--- src/rtl/alu_pkg.sv ---
// alu_pkg: funct codes, controller state encoding and op legality helper shared with the ALU.
package alu_pkg;
  localparam logic [2:0] FUNCT_AND  = 3'b000;
  localparam logic [2:0] FUNCT_NOR  = 3'b001;
  localparam logic [2:0] FUNCT_ADD  = 3'b010;
  localparam logic [2:0] FUNCT_SUB  = 3'b011;
  localparam logic [2:0] FUNCT_MUL  = 3'b100;
  localparam logic [2:0] FUNCT_DIV  = 3'b101;
  localparam logic [2:0] FUNCT_RDHI = 3'b110;
  localparam logic [2:0] FUNCT_RDLO = 3'b111;
  typedef enum logic [2:0] {IDLE, EXEC, RDHI, RDLO, RESP} state_t;
  function automatic logic is_legal_op(input logic [2:0] op);
    return op <= FUNCT_DIV;
  endfunction
endpackage

--- src/rtl/alu_seq_ctrl.sv ---
// alu_seq_ctrl: accepts one ALU op per request, steps the ALU funct sequence and returns a 16-bit result.
module alu_seq_ctrl
  import alu_pkg::*;
#(
  parameter logic [2:0]  PARK_FUNCT = FUNCT_RDHI,
  parameter logic [15:0] DIV0_DATA  = 16'hFFFF
) (
  input  logic        clk,
  input  logic        reset,
  input  logic        req_valid,
  output logic        req_ready,
  input  logic [2:0]  req_op,
  input  logic [7:0]  req_a,
  input  logic [7:0]  req_b,
  output logic        rsp_valid,
  input  logic        rsp_ready,
  output logic [15:0] rsp_data,
  output logic        rsp_err,
  output logic        busy,
  output logic [7:0]  alu_a,
  output logic [7:0]  alu_b,
  output logic [2:0]  alu_funct,
  input  logic [7:0]  alu_result
);
  state_t     state;
  logic [2:0] op;
  always_ff @(posedge clk or posedge reset) begin
    if (reset) begin
      state     <= IDLE;
      op        <= PARK_FUNCT;
      req_ready <= 1'b1;
      rsp_valid <= 1'b0;
      rsp_err   <= 1'b0;
      rsp_data  <= 16'h0000;
      busy      <= 1'b0;
      alu_a     <= 8'h00;
      alu_b     <= 8'h00;
      alu_funct <= PARK_FUNCT;
    end else begin
      case (state)
        IDLE: if (req_valid) begin
          alu_a     <= req_a;
          alu_b     <= req_b;
          op        <= req_op;
          req_ready <= 1'b0;
          busy      <= 1'b1;
          rsp_err   <= 1'b0;
          // error cases never step the ALU, so funct stays parked
          if (!is_legal_op(req_op) || (req_op == FUNCT_DIV && req_b == 8'h00)) begin
            state     <= RESP;
            rsp_valid <= 1'b1;
            rsp_err   <= 1'b1;
            rsp_data  <= is_legal_op(req_op) ? DIV0_DATA : 16'h0000;
          end else begin
            state     <= EXEC;
            alu_funct <= req_op;
          end
        end
        EXEC: if (op == FUNCT_MUL || op == FUNCT_DIV) begin
          state     <= RDHI;
          alu_funct <= FUNCT_RDHI;
        end else begin
          state     <= RESP;
          rsp_data  <= {8'h00, alu_result};
          rsp_valid <= 1'b1;
          alu_funct <= PARK_FUNCT;
        end
        RDHI: begin
          state          <= RDLO;
          rsp_data[15:8] <= alu_result;
          alu_funct      <= FUNCT_RDLO;
        end
        RDLO: begin
          state         <= RESP;
          rsp_data[7:0] <= alu_result;
          rsp_valid     <= 1'b1;
          alu_funct     <= PARK_FUNCT;
        end
        RESP: if (rsp_ready) begin
          state     <= IDLE;
          rsp_valid <= 1'b0;
          req_ready <= 1'b1;
          busy      <= 1'b0;
        end
        default: state <= IDLE;
      endcase
    end
  end
endmodule

--- config.mk ---
export PLATFORM = sky130hd
export DESIGN_NAME = alu_seq_ctrl
export DESIGN_NICKNAME = d
export VERILOG_FILES = /design/src/rtl/alu_pkg.sv /design/src/rtl/alu_seq_ctrl.sv
export SDC_FILE = /design/constraint.sdc
export NUM_CORES = 1
export LEC_CHECK = 0
export BUFFER_PORTS_ARGS = -buffer_cell sky130_fd_sc_hd__buf_2
export CORE_UTILIZATION = 53
export DETAILED_ROUTE_END_ITERATION = 10
export GPL_TIMING_DRIVEN = 0
export PLACE_DENSITY = 0.84
export SLEW_MARGIN = 20
export SYNTH_ARGS = -nofsm -noshare
export SYNTH_HDL_FRONTEND = slang
export SYNTH_SLANG_ARGS = --single-unit
--- constraint.sdc ---
create_clock -name clk -period 5.5 [get_ports clk]
set_clock_uncertainty 0.15 [all_clocks]
set_input_delay 0.275 -clock clk [delete_from_list [all_inputs] [get_ports clk]]
set_output_delay 0.275 -clock clk [all_outputs]
set_load 0.1 [all_outputs]
Word level (Yosys, flattened, before mapping)

Cells that the tools add are included.

Magnitude comparators: 1
Equality and inequality tests: 12
Mux-type cells: 25
Reductions and logical operators: 19

Operator list:

| cell                                          | number |
|---|---|
| two-way mux 16 bit                            | 4 |
| case mux 8 bit (3 select lines)               | 2 |
| two-way mux 3 bit                             | 6 |
| case mux 3 bit (5 select lines)               | 1 |
| == test 3 bit, second input constant          | 4 |
| inequality test 2 bit, second input constant  | 5 |
| case mux 3 bit (3 select lines)               | 1 |
| nonzero test 3 bit                            | 3 |
| logical NOT 8 bit                             | 1 |
| two-way mux 1 bit                             | 8 |
| AND reduction 4 bit                           | 2 |
| == test 3 x 2 -> 1 bit, second input constant | 2 |
| AND reduction 3 bit                           | 2 |
| AND reduction 5 bit                           | 1 |
| case mux 1 bit (2 select lines)               | 2 |
| case mux 1 bit (4 select lines)               | 1 |
| AND reduction 2 bit                           | 2 |
| nonzero test 4 bit                            | 1 |
| == test 3 x 1 -> 1 bit, second input constant | 1 |
| <= comparator 3 bit, second input constant    | 1 |
| logical NOT 3 bit                             | 1 |
| logical OR 1 bit                              | 2 |
| nonzero test 2 bit                            | 1 |
| OR reduction 2 bit                            | 1 |
| 2 further kinds                               | 2 |

Register bits after elaboration: 45
Input bits: 31
Output and inout bits: 39
Logic and storage cells: 68

Logic depth before layout (Yosys ltp)

Depth in word-level cells: 6
Depth in mapped cells: 7
Gate-level depth less buffers: 4

Worst setup path before layout

OpenSTA, ideal clock, no wires.

Path kind: flip-flop to flip-flop
Start point: register state[0]
End point: register alu_a[0]
Setup time: 0.128 ns
Data arrival time: 1.520 ns
Required time: 5.222 ns
Setup slack: 3.701 ns
Cell stages (with the launch flop): 7
Path buffers: 3
Clock period less this slack: 1.799 ns
Path through: dfrtp_1 > buf_2 > nor2_4 > and3_1 > buf_2 > buf_2 > mux2_1

Longest elaborated chain between the ends: 2

RTL lines:

| what                                 | line               | source |
|---|---|---|
| start, declared                      | alu_seq_ctrl.sv:25 | `state_t state;` |
| start signal, assigned               | alu_seq_ctrl.sv:29 | `state <= IDLE;` |
| start signal, assigned               | alu_seq_ctrl.sv:50 | `state <= RESP;` |
| start signal, assigned               | alu_seq_ctrl.sv:55 | `state <= EXEC;` |
| logical NOT 3 bit                    | alu_seq_ctrl.sv:40 | `case (state)` |
| AND reduction 2 bit (no source line) | --                 |  |
| end signal, assigned                 | alu_seq_ctrl.sv:42 | `alu_a <= req_a;` |
| end, declared                        | alu_seq_ctrl.sv:20 | `output logic [7:0] alu_a,` |

No other way between the ends.
A chain may end at the register's enable or synchronous reset.

Worst setup path in the final report

Same ends and word-level chain as after synthesis.

==> run summary <==
The top cell type's share of synthesized area is 0.488. The net count after synthesis is 201. The region available for standard cell placement spans 3470 um2. The first global-routing pass estimated 6720 um of wire. Static timing analysis puts the maximum clock frequency at 499 MHz. The flow ran to the end, and the final reports show no timing, DRC or antenna violations. The worst-case clock buffer depth came out at 2.

Clock-pin slew was measured on the worst setup and hold paths at 80 ps. The number of resized instances in the post-cts repair step came out at 0. The overall overflow remaining after global route came out at 0. In this run, the number of DRC markers left after iteration 0 of detailed routing was 46.

The sequential share of the synthesized area is 0.554. The worst pin sits at a relative slew slack of 0.610. The number of endpoints failing setup at the final stage came out at 0.

The pin count of the biggest net entering global routing came out at 33. The DRC violations left came out at 0. Across the run, the number of max-cap violations was 0. The count of pins over their slew limit was 0. The all-layer global routing usage came out at 0.213. For this configuration, the core starts out at a cell density of 0.576. The total I/O pin count came out at 70.

Synthesis instantiated 35 different standard cells from the library. Among the stages of the critical path, the cell type that occurs most often is sky130_fd_sc_hd__buf_2. In the synthesized netlist, the number of instances is 170. The required time of the worst setup path is 5520 ps. In the routed layout, each cell is associated on average with a via count of 5.25. The capturing element type of the critical path is a register. The total of warnings raised by yosys came out at 0.

The final weighted congestion in routability-driven placement is 0.872. The sum of negative setup slack came out at 0 ps. The number of buffers added by the clock tree synthesis step is 5. The flop and latch count out of synthesis is 44.

The number of levels the H-tree was split into is 2. Along the worst path, the maximum fanout reaches 10. The largest stage delay on the critical path came out at 360 ps. The critical path start-end classification is reg2reg.

The average routed wire per standard cell is 13.7 um. The detailed-placement wirelength estimate came out at 3060 um. The startpoint identified for the worst register-to-register timing path is state[0]. The critical path goes through buf_2 -> nor2_4 -> and3_1 -> buf_2 -> buf_2 -> mux2_1. In the final layout, the share of cells above drive strength 1 is 0.390. The tightest min-delay check is of the in2reg type.

After synthesis, the most frequently instantiated cells are sky130_fd_sc_hd__dfrtp_1 (39), sky130_fd_sc_hd__inv_1 (20), sky130_fd_sc_hd__mux2_1 (17). The mean instance size in the synthesized netlist is 11.8 um2. TritonCTS built the clock tree. The source-to-sink clock delay at the later pin of the worst-skew pair is 290 ps. Before CTS, the worst setup slack after placement is 3480 ps. The start point of the worst hold path is req_a[3].

The slowest stage of the critical path belongs to the cell sky130_fd_sc_hd__dfrtp_1. Setup repair after global routing left no endpoint under its margin. The critical path starts at state[0]. The most common cell in the netlist is sky130_fd_sc_hd__dfrtp_1. The share of synthesized flip-flops with an asynchronous set or reset came out at 1.00. The final critical delay including setup and external delays came out at 2010 ps.

The number of antenna violations at the first check in global routing is 0. The dominant synthesized flop cell is sky130_fd_sc_hd__dfrtp_1. The die outline width came out at 63.4 um. The total number of placement rows came out at 21.

In the post-route analysis, the smallest setup slack over all paths is 3490 ps. By area the synthesized netlist is led by sky130_fd_sc_hd__dfrtp_1 (49%), sky130_fd_sc_hd__mux2_1 (9.6%), sky130_fd_sc_hd__mux2i_1 (8.0%). The first-pass iteration count of the detailed router came out at 4.

For this block, the routed nets add up to 4040 um of wire. The count of inserted antenna diode cells came out at 0. The number of flops mapped to enable cells by yosys is 0. The cell taking the most area after synthesis is sky130_fd_sc_hd__dfrtp_1. The via count of the first global-routing pass is 1470. The area added between synthesis and finish came out at 26.3%. The y dimension of the die came out at 63.4 um. The post-route fraction of the period consumed by the critical path is 0.365. The post-detailed-route count of antenna-violating nets is 0.

The die footprint came out at 4020 um2. The number of port buffers came out at 69. The synthesized cell area is 2000 um2. The root buffer cell chosen for the clock tree is sky130_fd_sc_hd__clkbuf_8. For this design, the sink count on the clock tree is 44.

The slew of the pin with the lowest slew margin came out at 583 ps. The total number of vias came out at 1548. The count of endpoints failing hold in the final timing report came to 0. The data arrival at the endpoint of the critical path is 2020 ps. The worst setup path is launched from a register. The net count of the finished layout came out at 279.
[state kept, by name, indices dropped and copies added (netlist names), 2 cells and up]
register,count
alu_a,8
alu_b,8
alu_funct,3
op,2
rsp_data,16
state,3
[critical path: cells and delay by family (launching register included)]
| family | cells | cell delay (ps) |
|---|---|---|
| buffers and inverters | 3 | 560 |
| flip-flops | 1 | 360 |
| multiplexers | 1 | 360 |
| AND/OR/NAND/NOR | 2 | 450 |
[path summary, 6_finish.rpt]
| path | end | slack [ps] | cells after the start |
|---|---|---|---|
| max in group asynchronous | req_ready | 4350 | 4 |
| min in group asynchronous | rsp_data[1] | 320 | 3 |
| setup reg to reg | alu_a[0] | 3490 | 6 |
| setup / recovery | alu_a[0] | 3490 | 6 |
| hold reg to reg | alu_a[1] | 330 | 1 |
| hold / removal | alu_a[3] | 60 | 2 |
[placed cells by master (no fill, tap or decap), types with 2 or more instances in the layout]
cell type                  Yosys  final
sky130_fd_sc_hd__nand2_1       8      8
sky130_fd_sc_hd__dfrtp_1      39     39
sky130_fd_sc_hd__nor2_1        4      4
sky130_fd_sc_hd__a211oi_1      3      3
sky130_fd_sc_hd__nand3_1       2      2
sky130_fd_sc_hd__buf_2         6     75
sky130_fd_sc_hd__nand2b_1      2      2
sky130_fd_sc_hd__o21ai_1       2      2
sky130_fd_sc_hd__a21oi_1      15     15
sky130_fd_sc_hd__clkinv_2      0      2
sky130_fd_sc_hd__o21ai_0       9      9
sky130_fd_sc_hd__clkbuf_8      0      6
sky130_fd_sc_hd__mux2_1       17     17
sky130_fd_sc_hd__nor4_4        2      2
sky130_fd_sc_hd__mux2i_1      16     16
sky130_fd_sc_hd__dfstp_2       5      5
sky130_fd_sc_hd__inv_1        20     19
[timing repair]
| item | in CTS | in global routing |
|---|---|---|
| setup buffers | 0 | 0 |
| hold buffers | 1 | 0 |
| endpoints found under the hold margin | 12 | 0 |
[stage by stage]
stage	hold slack (ps)	utilization	std cells	area, um2
2_1_floorplan	219	-	170	2000
6_report	58.2	0.728	295	2520
3_5_place_dp	83.6	0.698	286	2420
5_1_grt	53.1	0.728	295	2520
3_3_place_gp	313	0.693	285	2400
4_1_cts	60.7	0.728	295	2520
[layer usage]
layer  track usage  part of all wire
met1         0.300              0.45
met2         0.338              0.49
met3        0.0399             0.054
met4        0.0540            0.0067
met5             0                 0
[layout make-up]
type | count | area (um2)
Tap cell | 46 | 57.6
Clock inverter | 2 | 10.0
Sequential cell | 44 | 1110
Buffer | 8 | 37.5
Multi-Input combinational cell | 98 | 779
Fill cell | 272 | 943
Inverter | 20 | 75.1
Clock buffer | 6 | 82.6
Timing Repair Buffer | 71 | 375
[cell families (layout without fill, tap and decap cells)]
| logic type | after synthesis | after routing | share of synthesized area |
|---|---|---|---|
| multiplexers | 33 | 33 | 0.176 |
| flip-flops | 44 | 44 | 0.554 |
| AND/OR/NAND/NOR | 26 | 26 | 0.0851 |
| AO/OA/AOI/OAI | 38 | 38 | 0.125 |
| buffers and inverters | 28 | 107 | 0.0563 |
| XOR/XNOR | 1 | 1 | 0.00438 |
Power is not shown: default switching activity piles up to over one toggle a cycle in this logic, so the estimate is an artifact.
